`src/rtl/uart_rx_ovs_if.sv`:
```
// uart_rx_ovs_if: byte delivery and status bundle of the oversampling UART receiver.
//   data_out[7:0] : received byte, stable while valid is high
//   valid / ready : the consumer takes the byte when valid && ready
//   frame_err     : one-cycle pulse, stop bit sampled low
//   overrun       : one-cycle pulse, good byte dropped because the previous one was still pending
//   parity_err    : one-cycle pulse on even-parity mismatch (present only with UART_RX_PARITY_EN)
//   busy          : receiver is inside a frame
//   modport master = receiver side, modport slave = consumer side
interface uart_rx_ovs_if;
    logic [7:0] data_out;
    logic       valid;
    logic       ready;
    logic       frame_err;
    logic       overrun;
    logic       busy;
`ifdef UART_RX_PARITY_EN
    logic       parity_err;
    modport master (output data_out, valid, frame_err, overrun, busy, parity_err, input ready);
    modport slave  (input data_out, valid, frame_err, overrun, busy, parity_err, output ready);
`else
    modport master (output data_out, valid, frame_err, overrun, busy, input ready);
    modport slave  (input data_out, valid, frame_err, overrun, busy, output ready);
`endif
endinterface

```
`src/rtl/uart_rx_ovs.sv`:
```
// uart_rx_ovs: 16x oversampling UART receiver with majority voting and valid/ready byte output.
//   clk   : system clock, single domain, rising edge
//   reset : synchronous, active-high
//   rx    : asynchronous serial line, idles high
//   rxo   : uart_rx_ovs_if.master (data_out, valid, ready, frame_err, overrun, busy[, parity_err])
//   Optional even-parity bit between data and stop is compiled in with UART_RX_PARITY_EN.
module uart_rx_ovs #(
    parameter int CLK_FREQ = 50_000_000,
    parameter int BAUD     = 115200,
    parameter int OVS_DIV  = CLK_FREQ / (BAUD * 16)
) (
    input  logic          clk,
    input  logic          reset,
    input  logic          rx,
    uart_rx_ovs_if.master rxo
);
    localparam int            CW       = (OVS_DIV > 1) ? $clog2(OVS_DIV) : 1;
    localparam logic [CW-1:0] CNT_LAST = CW'(OVS_DIV - 1);

    typedef enum logic [2:0] {
        IDLE,
        START,
        DATA,
`ifdef UART_RX_PARITY_EN
        PARITY,
`endif
        STOP
    } state_t;

`ifdef UART_RX_PARITY_EN
    localparam state_t AFTER_DATA = PARITY;
`else
    localparam state_t AFTER_DATA = STOP;
`endif

    state_t        state_q, state_d;
    logic [1:0]    sync_q, sync_d;
    logic [CW-1:0] cnt_q, cnt_d;
    logic [3:0]    phase_q, phase_d;
    logic [2:0]    idx_q, idx_d;
    logic [7:0]    shift_q, shift_d;
    logic          s7_q, s7_d;
    logic          s8_q, s8_d;
    logic [7:0]    data_q, data_d;
    logic          valid_q, valid_d;
    logic          ferr_q, ferr_d;
    logic          ovr_q, ovr_d;
`ifdef UART_RX_PARITY_EN
    logic          par_q, par_d;
    logic          perr_q, perr_d;
`endif

    logic rx_s, tick, maj, mid, last;

    assign rx_s = sync_q[1];
    assign tick = (state_q != IDLE) && (cnt_q == CNT_LAST);
    // Vote over the phase-7/8 samples and the live phase-9 value.
    assign maj  = (s7_q & s8_q) | (s7_q & rx_s) | (s8_q & rx_s);
    assign mid  = tick && (phase_q == 4'd9);
    assign last = tick && (phase_q == 4'd15);

    always_comb begin
        sync_d  = {sync_q[0], rx};
        state_d = state_q;
        cnt_d   = (state_q == IDLE || tick) ? '0 : cnt_q + 1'b1;
        phase_d = tick ? phase_q + 4'd1 : phase_q;
        s7_d    = (tick && phase_q == 4'd7) ? rx_s : s7_q;
        s8_d    = (tick && phase_q == 4'd8) ? rx_s : s8_q;
        idx_d   = idx_q;
        shift_d = shift_q;
        data_d  = data_q;
        valid_d = valid_q && !rxo.ready;
        ferr_d  = 1'b0;
        ovr_d   = 1'b0;
`ifdef UART_RX_PARITY_EN
        par_d   = par_q;
        perr_d  = 1'b0;
`endif
        case (state_q)
            IDLE: begin
                if (!rx_s) begin
                    state_d = START;
                    phase_d = '0;
                end
            end
            START: begin
                if (mid && maj) begin
                    state_d = IDLE;
                end else if (last) begin
                    state_d = DATA;
                    idx_d   = '0;
                end
            end
            DATA: begin
                if (mid) shift_d = {maj, shift_q[7:1]};
                if (last) begin
                    idx_d = idx_q + 3'd1;
                    if (idx_q == 3'd7) state_d = AFTER_DATA;
                end
            end
`ifdef UART_RX_PARITY_EN
            PARITY: begin
                if (mid) par_d = maj;
                if (last) state_d = STOP;
            end
`endif
            STOP: begin
                // Leave at the stop-bit decision so a following start edge is never missed.
                if (mid) begin
                    state_d = IDLE;
                    if (!maj) begin
                        ferr_d = 1'b1;
                    end
`ifdef UART_RX_PARITY_EN
                    else if (^{shift_q, par_q}) begin
                        perr_d = 1'b1;
                    end
`endif
                    else if (!valid_q || rxo.ready) begin
                        data_d  = shift_q;
                        valid_d = 1'b1;
                    end else begin
                        ovr_d = 1'b1;
                    end
                end
            end
            default: state_d = IDLE;
        endcase
    end

    always_ff @(posedge clk) begin
        if (reset) begin
            state_q <= IDLE;
            sync_q  <= 2'b11;
            cnt_q   <= '0;
            phase_q <= '0;
            idx_q   <= '0;
            shift_q <= '0;
            s7_q    <= 1'b0;
            s8_q    <= 1'b0;
            data_q  <= '0;
            valid_q <= 1'b0;
            ferr_q  <= 1'b0;
            ovr_q   <= 1'b0;
`ifdef UART_RX_PARITY_EN
            par_q   <= 1'b0;
            perr_q  <= 1'b0;
`endif
        end else begin
            state_q <= state_d;
            sync_q  <= sync_d;
            cnt_q   <= cnt_d;
            phase_q <= phase_d;
            idx_q   <= idx_d;
            shift_q <= shift_d;
            s7_q    <= s7_d;
            s8_q    <= s8_d;
            data_q  <= data_d;
            valid_q <= valid_d;
            ferr_q  <= ferr_d;
            ovr_q   <= ovr_d;
`ifdef UART_RX_PARITY_EN
            par_q   <= par_d;
            perr_q  <= perr_d;
`endif
        end
    end

    assign rxo.data_out  = data_q;
    assign rxo.valid     = valid_q;
    assign rxo.frame_err = ferr_q;
    assign rxo.overrun   = ovr_q;
    assign rxo.busy      = state_q != IDLE;
`ifdef UART_RX_PARITY_EN
    assign rxo.parity_err = perr_q;
`endif
endmodule

```
`src/flat_wrapper.sv`:
```
// flat-port wrapper written by rule: the top's interface ports become plain ports
module uart_rx_ovs_flat 
#(
    parameter int CLK_FREQ = 50_000_000,
    parameter int BAUD     = 115200,
    parameter int OVS_DIV  = CLK_FREQ / (BAUD * 16)
)
  (clk, reset, rx, rxo_data_out, rxo_valid, rxo_frame_err, rxo_overrun, rxo_busy, rxo_ready);
  uart_rx_ovs_if rxo_i ();
  input  logic clk;
  input  logic reset;
  input  logic rx;
  output wire logic [$bits(rxo_i.data_out)-1:0] rxo_data_out;
  output wire logic [$bits(rxo_i.valid)-1:0] rxo_valid;
  output wire logic [$bits(rxo_i.frame_err)-1:0] rxo_frame_err;
  output wire logic [$bits(rxo_i.overrun)-1:0] rxo_overrun;
  output wire logic [$bits(rxo_i.busy)-1:0] rxo_busy;
  input wire logic [$bits(rxo_i.ready)-1:0] rxo_ready;
  assign rxo_data_out = rxo_i.data_out;
  assign rxo_valid = rxo_i.valid;
  assign rxo_frame_err = rxo_i.frame_err;
  assign rxo_overrun = rxo_i.overrun;
  assign rxo_busy = rxo_i.busy;
  assign rxo_i.ready = rxo_ready;
  uart_rx_ovs #(.CLK_FREQ(CLK_FREQ), .BAUD(BAUD), .OVS_DIV(OVS_DIV)) u_core (.clk(clk), .reset(reset), .rx(rx), .rxo(rxo_i));
endmodule
```
`config.mk`:
```
export PLATFORM = sky130hd
export DESIGN_NAME = uart_rx_ovs_flat
export DESIGN_NICKNAME = d
export VERILOG_FILES = /design/src/rtl/uart_rx_ovs_if.sv /design/src/rtl/uart_rx_ovs.sv /design/src/flat_wrapper.sv
export SDC_FILE = /design/constraint.sdc
export NUM_CORES = 1
export LEC_CHECK = 0
export ABC_CLOCK_PERIOD_IN_PS = 1700
export CORE_MARGIN = 4
export CORE_UTILIZATION = 35
export CTS_CLUSTER_DIAMETER = 200
export DETAILED_ROUTE_END_ITERATION = 8
export PLACE_DENSITY = 0.5
export SYNTH_ARGS = -nofsm -noshare
export SYNTH_HDL_FRONTEND = slang
export SYNTH_SLANG_ARGS = --single-unit
```
`constraint.sdc`:
```
create_clock -name clk -period 1.7 [get_ports clk]
set_input_delay 0.255 -clock clk [delete_from_list [all_inputs] [get_ports clk]]
set_output_delay 0.255 -clock clk [all_outputs]
set_load 0.03 [all_outputs]
```
==> impl_metrics.xml <==
<?xml version="1.0" encoding="UTF-8"?>
<metrics>
  <group name="status">
    <metric name="outcome" unit="">completed</metric>
  </group>
  <group name="power">
    <metric name="power.static_leakage" unit="nW">0.764</metric>
    <metric name="seqPwrFrac" unit="%">47.6</metric>
    <metric name="cellPowerDensity" unit="nW/um2">869</metric>
    <metric name="post_layout_total_power" unit="mW">1.84</metric>
    <metric name="p_comb_share" unit="%">3.3</metric>
    <metric name="irDropWorstVdd" unit="mV">0.595</metric>
    <metric name="net-switching-power" unit="mW">0.354</metric>
    <metric name="clkPwrFrac" unit="%">49.1</metric>
    <metric name="cellInternalPower" unit="mW">1.48</metric>
    <metric name="power.share.switching" unit="%">19.3</metric>
  </group>
  <group name="critical_path">
    <metric name="worstPathArrival" unit="ns">1.77</metric>
    <metric name="r2r-end" unit="">u_core.idx_q[1]$_SDFFE_PP0P_</metric>
    <metric name="endpoint" unit="">u_core.idx_q[1]$_SDFFE_PP0P_</metric>
    <metric name="worstSetupStartpoint" unit="">u_core.cnt_q[0]$_SDFF_PP0_</metric>
    <metric name="regToRegSetupSlack" unit="ns">0.12</metric>
    <metric name="worstRegToRegCells" unit="">7</metric>
    <metric name="cp_slowest_stage_delay" unit="ns">0.34</metric>
    <metric name="timing.critical_path.cells" unit="">inv_1 &gt; ha_1 &gt; nand4b_1 &gt; buf_4 &gt; nor3_4 &gt; a31oi_1 &gt; o32ai_1</metric>
    <metric name="crit_path_top_delay_cell" unit="">dfxtp_2</metric>
    <metric name="path_max_fanout" unit="">5</metric>
    <metric name="critical_path_required" unit="ns">1.89</metric>
    <metric name="worstSetupStartpointType" unit="">flop</metric>
    <metric name="criticalPathCategory" unit="">reg -&gt; reg</metric>
    <metric name="worstSetupEndpointType" unit="">flop</metric>
    <metric name="timing.rr.start" unit="">u_core.cnt_q[0]$_SDFF_PP0_</metric>
  </group>
  <group name="timing">
    <metric name="timing.final.crit_share" unit="%">93.0</metric>
    <metric name="tightestPinTransition" unit="ns">0.323</metric>
    <metric name="final_period_minus_worst_setup_slack" unit="ns">1.58</metric>
    <metric name="max-slew-margin-rel" unit="%">78.4</metric>
    <metric name="achievable-frequency" unit="MHz">633</metric>
    <metric name="skew" unit="ns">0.00400</metric>
    <metric name="finalSetupTns" unit="ns">0</metric>
    <metric name="slew_violations" unit="">0</metric>
    <metric name="setup_viol" unit="">0</metric>
    <metric name="finalHoldViolations" unit="">0</metric>
  </group>
  <group name="cells_and_area">
    <metric name="antenna_cells" unit="">0</metric>
    <metric name="finish.net_count" unit="">214</metric>
    <metric name="area_added_between_synthesis_and_finish" unit="%">27.1</metric>
    <metric name="drive_above_1_share" unit="%">15.7</metric>
  </group>
  <group name="route">
    <metric name="antenna_left" unit="">0</metric>
    <metric name="num_vias" unit="">1261</metric>
    <metric name="wire_per_inst" unit="um">12.6</metric>
    <metric name="dr.pass1.iters" unit="">4</metric>
    <metric name="wirelength" unit="um">3220</metric>
    <metric name="drc" unit="">0</metric>
    <metric name="route.detailed.vias_per_inst" unit="">4.93</metric>
    <metric name="dr.first_iter.drc_count" unit="">43</metric>
  </group>
  <group name="cts">
    <metric name="cts_max_path_buffers" unit="">2</metric>
    <metric name="worst_skew_pair.late_latency" unit="ns">0.29</metric>
    <metric name="clock_tree.root_cell" unit="">clkbuf_8</metric>
    <metric name="path_clk_slew" unit="ns">0.07</metric>
    <metric name="cts_tree" unit="">yes</metric>
    <metric name="htree_num_levels" unit="">2</metric>
    <metric name="quantity_of_hold_fixing_buffers_added_after_cts" unit="">0</metric>
    <metric name="cts_num_sinks" unit="">37</metric>
    <metric name="cts_inserted_buffers" unit="">5</metric>
  </group>
  <group name="global_route">
    <metric name="pin_count_of_the_biggest_net_entering_global_routing" unit="">29</metric>
    <metric name="grt_util_all_layers" unit="%">11.8</metric>
    <metric name="grt_antenna_before_repair" unit="">0</metric>
    <metric name="grt_pass1_wl" unit="um">5630</metric>
    <metric name="via_count_of_the_first_global_routing_pass" unit="">1229</metric>
    <metric name="grt-ovfl-total" unit="">0</metric>
  </group>
  <group name="synth">
    <metric name="postSynthNetCount" unit="">185</metric>
    <metric name="synth.avg_cell_area" unit="um2">9.55</metric>
    <metric name="synth_ff_type" unit="">dfxtp_1</metric>
    <metric name="synth-warning-count" unit="">0</metric>
    <metric name="ys_seq_elements" unit="">37</metric>
    <metric name="synthArstFlopShare" unit="%">0</metric>
    <metric name="synth_cell_area" unit="um2">1660</metric>
    <metric name="synth.yosys.seq_area_share" unit="%">44.6</metric>
    <metric name="cell_count_after_synthesis" unit="">174</metric>
    <metric name="yosys.cell_types.count" unit="">39</metric>
    <metric name="synth_edf_count" unit="">0</metric>
  </group>
  <group name="place">
    <metric name="io_buffer_count" unit="">15</metric>
    <metric name="total_half_perimeter_wirelength_after_legalization_and_detailed_placement" unit="um">2240</metric>
    <metric name="place.gp.congestion" unit="">0.825</metric>
  </group>
  <group name="floorplanning">
    <metric name="initial_core_util" unit="%">37.1</metric>
    <metric name="design.die.area" unit="um2">5910</metric>
    <metric name="die_outline_width" unit="um">76.9</metric>
    <metric name="std_cell_rows" unit="">24</metric>
    <metric name="coreArea" unit="um2">4470</metric>
    <metric name="top_level_ports" unit="">16</metric>
    <metric name="die_h" unit="um">76.9</metric>
  </group>
  <group name="run">
    <metric name="cap_viol_max_count" unit="">0</metric>
  </group>
  <group name="min_path">
    <metric name="hold-path-cell-count" unit="">1</metric>
    <metric name="min-delay-path-class" unit="">reg -&gt; reg</metric>
  </group>
</metrics>
==> cell type report <==
type	count	area, um2
clock inverter	3	65.1
clock buffer	5	68.8
sequential	37	742
fill	441	2360
inverter	8	30.0
multi-input combinational	121	863
timing repair buffer	30	278
tap	52	65.1
==> critical path: cells and delay by family, from the launching register on <==
kind	cells	cell delay (ns)
buffers and inverters	2	0.28
AO/OA/AOI/OAI	2	0.26
adder cells (fa/ha/maj)	1	0.15
flip-flops	1	0.34
AND/OR/NAND/NOR	2	0.45
==> power groups by stage <==
stage               combinational, mW  sequential, mW  clock [mW]
finish                         0.0605           0.874       0.901
CTS                            0.0597           0.873       0.928
global route                   0.0660           0.874       0.969
floorplan                      0.0339           0.894           0
detailed placement             0.0604           0.894           0
global placement               0.0596           0.894           0
==> registers in the layout, summed over array words and instances, names as in the netlist <==
register              count
u_core.rxo.data_out       8
u_core.s7_q               1
u_core.rxo.valid          1
u_core.shift_q            8
u_core.phase_q            4
u_core.idx_q              3
u_core.state_q            2
u_core.s8_q               1
u_core.rxo.overrun        1
u_core.sync_q             2
u_core.cnt_q              5
u_core.rxo.frame_err      1
==> worst min-delay path by stage <==
stage | start | end | slack [ns]
5_1_grt | u_core.cnt_q[0]$_SDFF_PP0_ | u_core.cnt_q[0]$_SDFF_PP0_ | 0.45
4_1_cts | u_core.sync_q[0]$_SDFF_PP1_ | u_core.sync_q[1]$_SDFF_PP1_ | 0.43
3_5_place_dp | u_core.sync_q[0]$_SDFF_PP1_ | u_core.sync_q[1]$_SDFF_PP1_ | 0.41
3_3_place_gp | u_core.sync_q[0]$_SDFF_PP1_ | u_core.sync_q[1]$_SDFF_PP1_ | 0.40
6_report | u_core.cnt_q[0]$_SDFF_PP0_ | u_core.cnt_q[0]$_SDFF_PP0_ | 0.43
2_1_floorplan | rx | u_core.sync_q[0]$_SDFF_PP1_ | 0.36
==> synthesized netlist by cell type, drive strengths merged (2+ instances only) <==
master	n	area, um2
dfxtp	37	741
nor2	25	93.8
mux2i	18	180
nand2b	18	113
inv	8	30.0
ha	7	87.6
nand3	6	30.0
a21oi	4	20.0
buf	4	31.3
clkbuf	4	15.0
nor3	4	25.0
a31oi	3	18.8
nor4	3	25.0
o32ai	3	26.3
or2	3	18.8
xnor2	3	26.3
xor2	3	26.3
and4	2	17.5
nand2	2	7.51
nand4	2	12.5
nor2b	2	12.5
==> kinds of logic (layout without fill, tap and decap cells) <==
family	after synthesis	after routing	share of synthesized area, %
buffers and inverters	16	46	4.59
adders and majority gates	8	8	5.87
muxes	18	18	10.8
AOI/OAI and AO/OA	15	15	6.18
and+or+nand+nor	74	74	24.8
xor gates and xnor gates	6	6	3.16
DFF	37	37	44.6
==> routing by layer <==
| layer | vias to the layer above | GRT usage (%) | wire length [um] |
|---|---|---|---|
| met5 | - | 0 | 0 |
| met1 | 582 | 15.4 | 1670 |
| li1 | 649 | - | - |
| met3 | 7 | 3.86 | 138 |
| met4 | 0 | 6.16 | 56 |
| met2 | 23 | 17.2 | 1360 |
==> placed cells by master (no fill, tap or decap), types with 2 or more instances in the layout <==
cell and n:
buf_4 13, nand4_1 2, a21oi_1 4, bufinv_16 2, a31oi_1 3, nand3_1 5
dfxtp_1 36, inv_1 8, xnor2_1 3, xor2_1 3, clkdlybuf4s50_1 14, nor2b_1 2
or2_2 2, nor3_1 3, o32ai_1 3, nand2b_1 18, nor4_1 2, nand2_1 2
clkbuf_8 5, ha_1 7, nor2_1 25, and4_1 2, mux2i_1 18
==> metrics by stage <==
step / util, % / hold WS [ns] / cell area [um2] / worst slack [ns] / instances
after floorplan: - / 0.359 / 1660 / 0.150 / 174
after global placement: 43.0 / 0.402 / 1930 / 0.0643 / 244
after global routing: 47.2 / 0.450 / 2110 / -0.00470 / 256
after detailed placement: 43.0 / 0.408 / 1930 / -0.0284 / 244
after CTS: 46.2 / 0.434 / 2070 / 0.0144 / 253
final: 47.2 / 0.433 / 2110 / 0.119 / 256
==> timing repair <==
| item | in CTS | in global routing |
|---|---|---|
| resized for setup | 1 | 7 |
| hold endpoints to repair | 0 | 0 |
| buffers inserted | 1 | 3 |
| endpoints found under the setup margin | 2 | 23 |
Power figures use the tool's default switching activity.
